===== config.mk =====
export PLATFORM = sky130hd
export DESIGN_NAME = digit_scan
export DESIGN_NICKNAME = d
export VERILOG_FILES = /design/src/rtl/digit_scan.sv
export SDC_FILE = /design/constraint.sdc
export NUM_CORES = 1
export LEC_CHECK = 0
export CAP_MARGIN = 10
export CORE_ASPECT_RATIO = 2
export CORE_UTILIZATION = 51
export DETAILED_ROUTE_END_ITERATION = 10
export GPL_TIMING_DRIVEN = 0
export PLACE_DENSITY = 0.9
export SYNTH_ARGS = -nofsm -noshare
export SYNTH_HDL_FRONTEND = slang
export SYNTH_SLANG_ARGS = --single-unit
export TNS_END_PERCENT = 20

===== constraint.sdc =====
create_clock -name clk -period 2.5 [get_ports clk]
set_clock_uncertainty 0.1 [all_clocks]
set_input_delay 0.25 -clock clk [delete_from_list [all_inputs] [get_ports clk]]
set_output_delay 0.25 -clock clk [all_outputs]
set_load 0.05 [all_outputs]

===== src/rtl/digit_scan.sv =====
// digit_scan -- multiplexed seven-segment digit scanner.
//
// Walks a one-hot digit select across DIGITS positions, MSB digit first, one
// slot every 2^PRESC_W clocks. Digit values and decimal points are captured
// into a shadow copy once per frame so a frame never mixes old and new data.
// The first GUARD clocks of every slot keep the anodes dark to avoid ghosting
// while the segment lines settle on the new digit.
//
// Compile-time option: define DIGIT_SCAN_DIM_EN to add the `bright` input,
// which additionally limits the lit window of each slot to p < bright.
//
// Ports:
//   clk        in   sole clock, rising edge
//   rst        in   asynchronous active-high reset
//   digits_in  in   4*DIGITS, digit i at [4i+3:4i]
//   dp_in      in   DIGITS, decimal point per digit
//   blank_in   in   DIGITS, 1 forces digit i dark (sampled live)
//   bright     in   PRESC_W, dimming threshold (DIGIT_SCAN_DIM_EN only)
//   anode      out  DIGITS, one-hot digit enable, polarity per ANODE_POL
//   bcd        out  4, value of the active digit
//   dp         out  1, decimal point of the active digit
//   idx        out  $clog2(DIGITS), current slot index
//   en         out  1, strobe on the last clock of each slot
//   frame      out  1, strobe on the last clock of each frame
module digit_scan #(
  parameter int DIGITS    = 4,
  parameter int PRESC_W   = 5,
  parameter int GUARD     = 2,
  parameter int ANODE_POL = 1
) (
  input  logic                       clk,
  input  logic                       rst,
  input  logic [4*DIGITS-1:0]        digits_in,
  input  logic [DIGITS-1:0]          dp_in,
  input  logic [DIGITS-1:0]          blank_in,
`ifdef DIGIT_SCAN_DIM_EN
  input  logic [PRESC_W-1:0]         bright,
`endif
  output logic [DIGITS-1:0]          anode,
  output logic [3:0]                 bcd,
  output logic                       dp,
  output logic [$clog2(DIGITS)-1:0]  idx,
  output logic                       en,
  output logic                       frame
);

  localparam int                  IDX_W     = $clog2(DIGITS);
  localparam logic [PRESC_W-1:0]  P_MAX     = {PRESC_W{1'b1}};
  localparam logic [PRESC_W-1:0]  GUARD_P   = PRESC_W'(GUARD);
  localparam logic [IDX_W-1:0]    LAST_IDX  = IDX_W'(DIGITS - 1);
  localparam logic [DIGITS-1:0]   ANODE_OFF = (ANODE_POL != 0) ? {DIGITS{1'b0}}
                                                               : {DIGITS{1'b1}};

  // Scan state
  logic [PRESC_W-1:0] p_q, p_d;
  logic [IDX_W-1:0]   idx_q, idx_d;
  logic [3:0]         sh_val_q [DIGITS];
  logic [3:0]         sh_val_d [DIGITS];
  logic [DIGITS-1:0]  sh_dp_q, sh_dp_d;
  logic               frame_edge;

  // Registered outputs
  logic [DIGITS-1:0]  anode_q, anode_d;
  logic [3:0]         bcd_q, bcd_d;
  logic               dp_q, dp_d;
  logic               en_q, en_d;
  logic               frame_q, frame_d;

  logic               active;
  logic [DIGITS-1:0]  anode_hot;

  // Prescaler wraps naturally; the slot index steps down when it wraps.
  always_comb begin
    p_d   = p_q + 1'b1;
    idx_d = idx_q;
    if (p_q == P_MAX) begin
      idx_d = (idx_q == '0) ? LAST_IDX : idx_q - 1'b1;
    end
  end

  // Last clock of the last slot: capture the next frame's digits.
  assign frame_edge = (p_q == P_MAX) && (idx_q == '0);
  assign sh_dp_d    = frame_edge ? dp_in : sh_dp_q;

  for (genvar gi = 0; gi < DIGITS; gi++) begin : g_shadow
    assign sh_val_d[gi] = frame_edge ? digits_in[4*gi +: 4] : sh_val_q[gi];

    always_ff @(posedge clk or posedge rst) begin
      if (rst) begin
        sh_val_q[gi] <= 4'h0;
      end else begin
        sh_val_q[gi] <= sh_val_d[gi];
      end
    end
  end

  // Outputs are computed from the post-edge state so they line up with idx.
  always_comb begin
    active = (p_d >= GUARD_P) && !blank_in[idx_d];
`ifdef DIGIT_SCAN_DIM_EN
    active = active && (p_d < bright);
`endif
    anode_hot        = '0;
    anode_hot[idx_d] = active;
    anode_d          = (ANODE_POL != 0) ? anode_hot : ~anode_hot;
    bcd_d            = sh_val_d[idx_d];
    dp_d             = sh_dp_d[idx_d];
    en_d             = (p_d == P_MAX);
    frame_d          = en_d && (idx_d == '0);
  end

  always_ff @(posedge clk or posedge rst) begin
    if (rst) begin
      p_q     <= '0;
      idx_q   <= LAST_IDX;
      sh_dp_q <= '0;
      anode_q <= ANODE_OFF;
      bcd_q   <= 4'h0;
      dp_q    <= 1'b0;
      en_q    <= 1'b0;
      frame_q <= 1'b0;
    end else begin
      p_q     <= p_d;
      idx_q   <= idx_d;
      sh_dp_q <= sh_dp_d;
      anode_q <= anode_d;
      bcd_q   <= bcd_d;
      dp_q    <= dp_d;
      en_q    <= en_d;
      frame_q <= frame_d;
    end
  end

  assign anode = anode_q;
  assign bcd   = bcd_q;
  assign dp    = dp_q;
  assign idx   = idx_q;
  assign en    = en_q;
  assign frame = frame_q;

endmodule


==> impl_metrics.toml, run 1 <==
[cells_and_area]
fin_nets = 242
drive_gt1_share_pct = 21.7
n_antenna_cell = 0
final_util_pct = 70.1
seq_area_um2 = 953
stdcell_area_um2 = 2580
syn_to_final_growth_pct = 28.9
finalNonFillerCells = 261
num-fill-cells = 269
multi_input_area_um2 = 943

[floorplan]
die_y_um = 90.6
die_area_um2 = 4200
fp.dieW_um = 46.3
core_area_um2 = 3680
ios = 39
rows = 31
start_util_pct = 54.4

[logic_synthesis]
synth_cell_types = 35
ys_warn_count = 0
syn_nets = 196
ys_seq_elements = 38
synth-seq-area-share_pct = 47.6
postSynthAreaPerCell_um2 = 12.1
synth_cells = 165
synth_area_um2 = 2000
synthTopCellsByArea = "dfrtp_1 (45%), mux2_2 (5.6%), a2111oi_4 (5.5%)"
synth_top_area_share_pct = 45.0
yosysTopAreaCell = "dfrtp_1"

[global_route]
grt_use_met3_pct = 3.80
grtUsageTotal_pct = 22.0
first_global_vias = 1535
top_usage_layer = "met2"
antenna_found_initial = 0
gr-usage-met1_pct = 24.0
grt_max_degree = 25
grt_pass1_wl_um = 6780
use_met2_pct = 36.7
grt_overflow = 0

[clocking]
clkLatencyLatePin_ns = 0.28
cts_resized = 0
ctsRootBufferMaster = "clkbuf_8"
clockBufferDepth = 2
postCtsHoldBufs = 0
cts_inserted_buffers = 5
post-cts-setup-buffers = 0
cts_tree = "done"
htree_levels = 2
cts_sinks = 38
clkTransAtPathRegs_ns = 0.08

[critical_path]
cp_max_fo = 10
crit_path_cell_trace = "ha_1, and3_1, ha_1, buf_6, and3b_4, buf_6, a2111oi_4, o22ai_1"
cp_data_arrival_time_ns = 2.27
worstSetupStartpointType = "register"
regToRegSetupSlack_ns = 0.28
cp.required_ns = 2.55
worst_setup_path_end_kind = "register"
slowest_delay_ns = 0.42
reg2regPathDepth = 8
crit_slowest_cell = "dfrtp_1"
crit_type = "reg2reg"
r2r-start = "p_q[0]"
reg2reg_to = "bcd[3]"

[flow_run]
max_cap_viol_count = 0

[detailed_routing]
route.detailed.drc = 0
wl_um = 4140
via_count = 1470
drt.antenna.violating_nets = 0
viasPerCell = 5.63
drtIter0Drc = 28
dr.pass1.iters = 4
drt-wirelength-per-cell_um = 15.9

[power]
peakVddDrop_v = 0.000424
p_per_area_nw_per_um2 = 495
power.leakage_nw = 1.14

[timing]
fmax_ghz = 0.450
slew_headroom_pct = 56.8
setup_viol = 0
layout_setup_ws_ns = 0.279
final_hold_viol_count = 0
setup_tns_ns = 0
min_period_over_period_pct = 88.8
min_period_ns = 2.22
slew_viol_final = 0
rsz0062_at_grt = "no"
tightest_slew_ns = 0.648

[placement]
port_buffers = 38
pre_cts_ws_ns = 0.297
placed_cells = 253
hpwl_um = 3240
place_area_um2 = 2470
place_congestion = 0.874

[hold_path]
worstHoldPathType = "in2async"

[status]
status = "complete, no violations"
[cells by family after synthesis]
group,share of synthesized area [%]
buf+inv,5.31
simple gates,14.7
flops,47.6
fa+ha+maj,3.12
xor+xnor,0.875
mux,5.62
compound gates,22.8
[through the flow]
stage | hold WS [ns] | power, mW
floorplan | 0.208 | 0.721
global placement | 0.354 | 0.777
global route | 0.325 | 1.32
detailed placement | 0.377 | 0.787
finish | 0.270 | 1.28
CTS | 0.296 | 1.29
[power by group]
part / switching (mW) / total [mW] / internal (mW)
sequential: 0.0154 / 0.651 / 0.636
clock: 0.210 / 0.504 / 0.294
combinational: 0.0484 / 0.123 / 0.0743
total: 0.274 / 1.28 / 1.00
[worst max path at each step]
stage / start / end / slack (ns) / cells past startpoint
finish: p_q[0] / bcd[3] / 0.28 / 8
global route: p_q[0] / bcd[3] / 0.20 / 8
CTS: p_q[0] / bcd[3] / 0.28 / 8
detailed placement: p_q[0] / bcd[3] / 0.30 / 8
global placement: p_q[0] / bcd[2] / 0.34 / 8
floorplan: idx[0] / bcd[0] / 0.43 / 6
[cell type report]
cell class	instances	area share, %
flip-flops and latches	38	36.9
multi-input cells	108	36.5
repair buffers	39	15.8
plain buffers	12	3.10
clock buffers	5	2.67
well taps	49	2.38
clock inverters	3	1.55
inverters	7	1.02
[worst max-delay path, delay by kind of cell (launching register included)]
family / cells / cell delay [ns]
AOI/OAI and AO/OA: 2 / 0.45
adders and majority gates: 2 / 0.43
buffers and inverters: 2 / 0.31
DFF: 1 / 0.42
and+or+nand+nor: 2 / 0.39
[cells in the mapped netlist, drive strengths merged]
master and n:
o22a 10, a221oi 1, nor3 1, clkbuf 4
nand2 3, and3b 1, nand3 2, dfstp 2
inv 7, or3 1, and3 11, nor3b 11
nor2 13, buf 8, or2 1, nor4 1
ha 5, a21o 10, o22ai 5, dfrtp 36
mux2 10, a2111oi 10, a22oi 1, a211oi 3
a31oi 1, a2bb2oi 1, nand2b 4, xor2 2
[cells in the final DEF, fill, tap and decap left out, types with 5 or more instances in the layout]
cell              n
clkdlybuf4s50_1  38
dfrtp_1          36
nor2_1           12
and3_1           11
nor3b_1          11
mux2_2           10
a21o_1           10
o22a_1           10
inv_1             6
a2111oi_2         5
o22ai_1           5
ha_1              5
clkbuf_8          5
[registers in the layout, summed over array words and instances, names as in the netlist]
signal	count
sh_val_q	16
p_q	5
anode	4
bcd	4
sh_dp_q	4
idx	2
dp	1
en	1
frame	1
[routing by layer]
layer | routed length [um] | vias to the layer above
li1 | - | 699
met2 | 2330 | 37
met1 | 1570 | 723
met5 | 0 | -
met4 | 150 | 0
met3 | 95 | 11
Power figures use the tool's default switching activity.
==> run 2, diff against run 1 <==
==> constraint.sdc (replaced) <==
create_clock -name clk -period 2.15 [get_ports clk]
set_clock_uncertainty 0.1 [all_clocks]
set_input_delay 0.215 -clock clk [delete_from_list [all_inputs] [get_ports clk]]
set_output_delay 0.215 -clock clk [all_outputs]
set_load 0.05 [all_outputs]
==> run 2 against run 1 <==
Combinational power is 19% higher. Critical path depth stayed put. First-iteration DRC count is 11% higher. Final area is 2.7% higher. Critical path type unchanged. Largest cell class is now multi-input gates. Largest power group unchanged.
==> impl_metrics.toml, run 2 (same netlist as run 1, synthesis figures left out) <==
[status]
status = "complete, no violations"

[floorplan]
die_y_um = 90.6
die_area_um2 = 4200
start_util_pct = 54.4
fp.dieW_um = 46.3
core_area_um2 = 3680
rows = 31
ios = 39

[clocking]
clkTransAtPathRegs_ns = 0.07
clockBufferDepth = 2
postCtsHoldBufs = 0
cts_sinks = 38
htree_levels = 2
clkLatencyLatePin_ns = 0.29
ctsRootBufferMaster = "clkbuf_8"
cts_inserted_buffers = 5
cts_tree = "done"

[cells_and_area]
top_register = "sh_val_q"
fin_nets = 243
reg_top3 = "sh_val_q x16, p_q x5"
final_cell_mix = "clkdlybuf4s50_1 (38), dfrtp_1 (36), nor2_1 (12), and3_1 (11), nor3b_1 (11)"
layout_commonest_cell = "clkdlybuf4s50_1"
largest_reg_flops = 16
syn_to_final_growth_pct = 32.3
drive_gt1_share_pct = 24.9
num-fill-cells = 258
n_antenna_cell = 0
final_util_pct = 71.9

[detailed_routing]
wl_um = 4370
route.detailed.drc = 0
dr.pass1.iters = 4
viasPerCell = 5.67
drtIter0Drc = 31
drt.antenna.violating_nets = 0
drt-wirelength-per-cell_um = 16.7
via_count = 1486

[global_route]
first_global_vias = 1546
antenna_found_initial = 0
grtUsageTotal_pct = 22.2
grt_max_degree = 25
grt_overflow = 0
grt_pass1_wl_um = 6830

[timing]
tightest_slew_ns = 0.649
setup_tns_ns = 0
holdWs_ns = 0.233
min_period_over_period_pct = 96.9
slew_viol_final = 0
slew_headroom_pct = 56.7
layout_setup_ws_ns = 0.0669
min_period_ns = 2.08
setup_viol = 0
fmax_ghz = 0.480
final_hold_viol_count = 0

[hold_path]
worstHoldPathType = "in2async"

[critical_path]
regToRegSetupSlack_ns = 0.07
worst_setup_path_end_kind = "register"
worstSetupStartpointType = "register"
cp_data_arrival_time_ns = 2.13
cp_max_fo = 10
cp.required_ns = 2.20
r2r-start = "p_q[1]"
crit_type = "reg2reg"
reg2reg_to = "bcd[2]"
reg2regPathDepth = 8

[placement]
hpwl_um = 3240
place_congestion = 0.874
port_buffers = 38
pre_cts_ws_ns = -0.0533

[power]
power.leakage_nw = 1.16
peakVddDrop_v = 0.000519
p_per_area_nw_per_um2 = 564
power_mw = 1.49

[flow_run]
max_cap_viol_count = 0
-- run 2: cell count changes in the layout (fill, tap and decap cells not counted), moves of 2 or more --
| cell | change |
|---|---|
| a2111oi_2 | -3 |
| a2111oi_4 | +3 |
| clkbuf_1 | -3 |
| buf_4 | +2 |
| ha_1 | -2 |
| ha_2 | +2 |
-- run 2: critical path, cell delays in order, from the launching register on --
cell	delay, ns
dfrtp_1	0.36
ha_2	0.19
and3_1	0.17
ha_2	0.19
buf_6	0.15
nand2_2	0.07
buf_6	0.18
a2111oi_4	0.39
o22ai_1	0.14
-- run 2: timing repair --
action,CTS,global route
resized for setup,0,14
buffers inserted,2,0
hold endpoints to repair,0,0
pin swaps,3,8
cloned,0,0
endpoints found under the setup margin,5,9
-- run 2: worst max-delay path by stage --
stage	slack (ns)	cells after the start	endpoint	from
CTS	0.003	8	bcd[1]	p_q[0]
global route	-0.03	7	dp	p_q[0]
global placement	-0.01	8	bcd[2]	p_q[0]
floorplan	0.08	6	bcd[0]	idx[0]
detailed placement	-0.05	8	bcd[3]	p_q[0]
finish	0.07	8	bcd[2]	p_q[1]
-- run 2: cell type report --
cell class	instances	area [um2]	share of cell area [%]
Sequential cell	38	953	36.0
Tap cell	49	61.3	2.31
Clock buffer	5	68.8	2.60
Clock inverter	3	40.0	1.51
Multi-Input combinational cell	108	995	37.5
Inverter	7	26.3	0.992
Timing Repair Buffer	41	423	16.0
Buffer	11	82.6	3.12
-- run 2: metrics by stage --
stage               std cells  area (um2)
global placement          252        2440
finish                    262        2650
global route              262        2650
CTS                       263        2600
floorplan                 165        2000
detailed placement        253        2470
-- run 2: where the power goes --
group | internal (mW) | switching (mW) | total, mW
clock | 0.341 | 0.248 | 0.589
combinational | 0.0894 | 0.0570 | 0.146
sequential | 0.739 | 0.0188 | 0.758
total | 1.17 | 0.324 | 1.49
-- run 2: routing by layer --
layer  GRT usage, %  up-vias  wire [um]
met3           3.80       14        108
met2           36.8       39       2450
met4           12.7        0        162
met1           24.6      729       1640
li1               -      704          -
met5              0        -          0
==> run 3, diff against run 2 <==
--- a/config.mk
+++ b/config.mk
@@ -9,7 +9,7 @@
 export CORE_ASPECT_RATIO = 2
 export CORE_UTILIZATION = 51
 export DETAILED_ROUTE_END_ITERATION = 10
-export GPL_TIMING_DRIVEN = 0
+export GPL_TIMING_DRIVEN = 1
 export PLACE_DENSITY = 0.9
 export SYNTH_ARGS = -nofsm -noshare
 export SYNTH_HDL_FRONTEND = slang
==> run 3 against run 2 <==
Die area stayed put. Final cell count is 1.5% lower. Critical path depth is 1 lower. First-iteration DRC count is 45% lower. Flip-flop and latch count stayed put. Register-to-register slack hardly changed. Utilization is 1.2 points lower. Via count is 1.7% lower. Power is 8.7% lower. Largest cell class unchanged.
==> impl_metrics.toml, run 3 (same netlist as run 1, synthesis figures left out) <==
[timing]
min_period_ns = 2.09
fmax_ghz = 0.478
layout_setup_ws_ns = 0.0564
slew_viol_final = 0
slew_headroom_pct = 61.7
final_hold_viol_count = 0
min_period_over_period_pct = 97.4
setup_viol = 0
tightest_slew_ns = 0.573

[clocking]
cts_inserted_buffers = 5
clkTransAtPathRegs_ns = 0.08
cts_tree = "done"
clkLatencyLatePin_ns = 0.29
postCtsHoldBufs = 0
post-cts-setup-buffers = 0
cts_sinks = 38
clockBufferDepth = 2
htree_levels = 2
ctsRootBufferMaster = "clkbuf_8"

[placement]
place_congestion = 0.839
placed_cells = 250
place_area_um2 = 2470
pre_cts_ws_ns = -0.0299
port_buffers = 38
hpwl_um = 3270

[cells_and_area]
fin_nets = 239
largest_reg_flops = 16
top_register = "sh_val_q"
n_antenna_cell = 0
syn_to_final_growth_pct = 30.2
final_cell_mix = "clkdlybuf4s50_1 (37), dfrtp_1 (36), nor2_1 (12), and3_1 (11), nor3b_1 (11)"
finalNonFillerCells = 258
num-fill-cells = 248
layout_commonest_cell = "clkdlybuf4s50_1"
reg_top3 = "sh_val_q x16, p_q x5"
stdcell_area_um2 = 2610
drive_gt1_share_pct = 23.4
final_util_pct = 70.8

[hold_path]
worstHoldPathType = "in2async"

[floorplan]
rows = 31
ios = 39
fp.dieW_um = 46.3
start_util_pct = 54.4
die_area_um2 = 4200
die_y_um = 90.6
core_area_um2 = 3680

[detailed_routing]
drt.antenna.violating_nets = 0
viasPerCell = 5.66
wl_um = 4420
drt-wirelength-per-cell_um = 17.1
route.detailed.drc = 0
dr.pass1.iters = 4
via_count = 1460
drtIter0Drc = 17

[power]
p_int_mw = 1.05
seq_power_share_pct = 55.7
clkPwrFrac_pct = 33.9
switchingPower_mw = 0.315
swShare_pct = 23.1
p_per_area_nw_per_um2 = 523
pwr-share-comb_pct = 10.4
peakVddDrop_v = 0.000529
power.leakage_nw = 1.15

[global_route]
antenna_found_initial = 0
grt_pass1_wl_um = 7210
grt_max_degree = 39
grt_overflow = 0
grtUsageTotal_pct = 23.8
first_global_vias = 1548

[critical_path]
cp_max_fo = 10
cp_data_arrival_time_ns = 2.16
worstSetupStartpointType = "register"
r2r-start = "p_q[1]"
crit_path_cell_trace = "ha_1, and3_1, ha_2, and3b_4, buf_12, a2111oi_2, o22ai_1"
worstSetupStartpoint = "p_q[1]"
worst_setup_path_end_kind = "register"
cp.required_ns = 2.22
crit_type = "reg2reg"
slowest_delay_ns = 0.42
crit_slowest_cell = "dfrtp_1"

[flow_run]
max_cap_viol_count = 0

[status]
status = "complete, no violations"
## run 3: stage by stage
stage / total power, mW / hold slack [ns] / setup TNS, ns
after floorplan: 0.838 / 0.173 / 0
after global placement: 0.904 / 0.355 / 0
after detailed placement: 0.911 / 0.375 / -0.0299
after CTS: 1.37 / 0.249 / 0
after global routing: 1.42 / 0.295 / -0.0113
final: 1.36 / 0.244 / 0
## run 3: area by class of cell
type | instances | area (um2) | share of cell area [%]
clock inverter | 2 | 10.0 | 0.384
tap | 49 | 61.3 | 2.35
inverter | 7 | 26.3 | 1.01
multi-input combinational | 108 | 986 | 37.8
timing repair buffer | 48 | 498 | 19.1
sequential | 38 | 953 | 36.6
clock buffer | 6 | 72.6 | 2.78
## run 3: repair_timing
action	CTS	global route
endpoints found under the setup margin	1	4
resized for setup	4	3
pin swaps	1	1
## run 3: worst paths after layout
| kind | end | slack, ns | cells after the start |
|---|---|---|---|
| min | sh_val_q[14] | 0.24 | 3 |
| max | bcd[1] | 0.06 | 7 |
| min reg2reg | sh_dp_q[1] | 0.39 | 1 |
| max in group asynchronous | idx[0] | 1.35 | 3 |
| max reg2reg | bcd[1] | 0.06 | 7 |
| min in group clk | anode[3] | 0.36 | 2 |
## run 3: power by group through the flow
| stage | logic [mW] | clock network (mW) | registers [mW] |
|---|---|---|---|
| 2_1_floorplan | 0.0507 | 0 | 0.787 |
| 3_3_place_gp | 0.135 | 0 | 0.769 |
| 3_5_place_dp | 0.140 | 0 | 0.771 |
| 4_1_cts | 0.143 | 0.473 | 0.759 |
| 5_1_grt | 0.153 | 0.504 | 0.761 |
| 6_report | 0.142 | 0.462 | 0.760 |
## run 3: layer usage
metal | routed length (um) | track usage, % | up-vias
li1 | - | - | 692
met3 | 113 | 3.80 | 10
met5 | 0 | 0 | -
met4 | 91 | 11.0 | 0
met2 | 2520 | 41.2 | 38
met1 | 1690 | 26.1 | 720
## run 3: critical path: cells and delay by family (launching register included)
family | cells | cell delay (ns)
AOI/OAI and AO/OA | 2 | 0.45
adders and majority gates | 2 | 0.43
buffers and inverters | 1 | 0.16
DFF | 1 | 0.42
and+or+nand+nor | 2 | 0.43
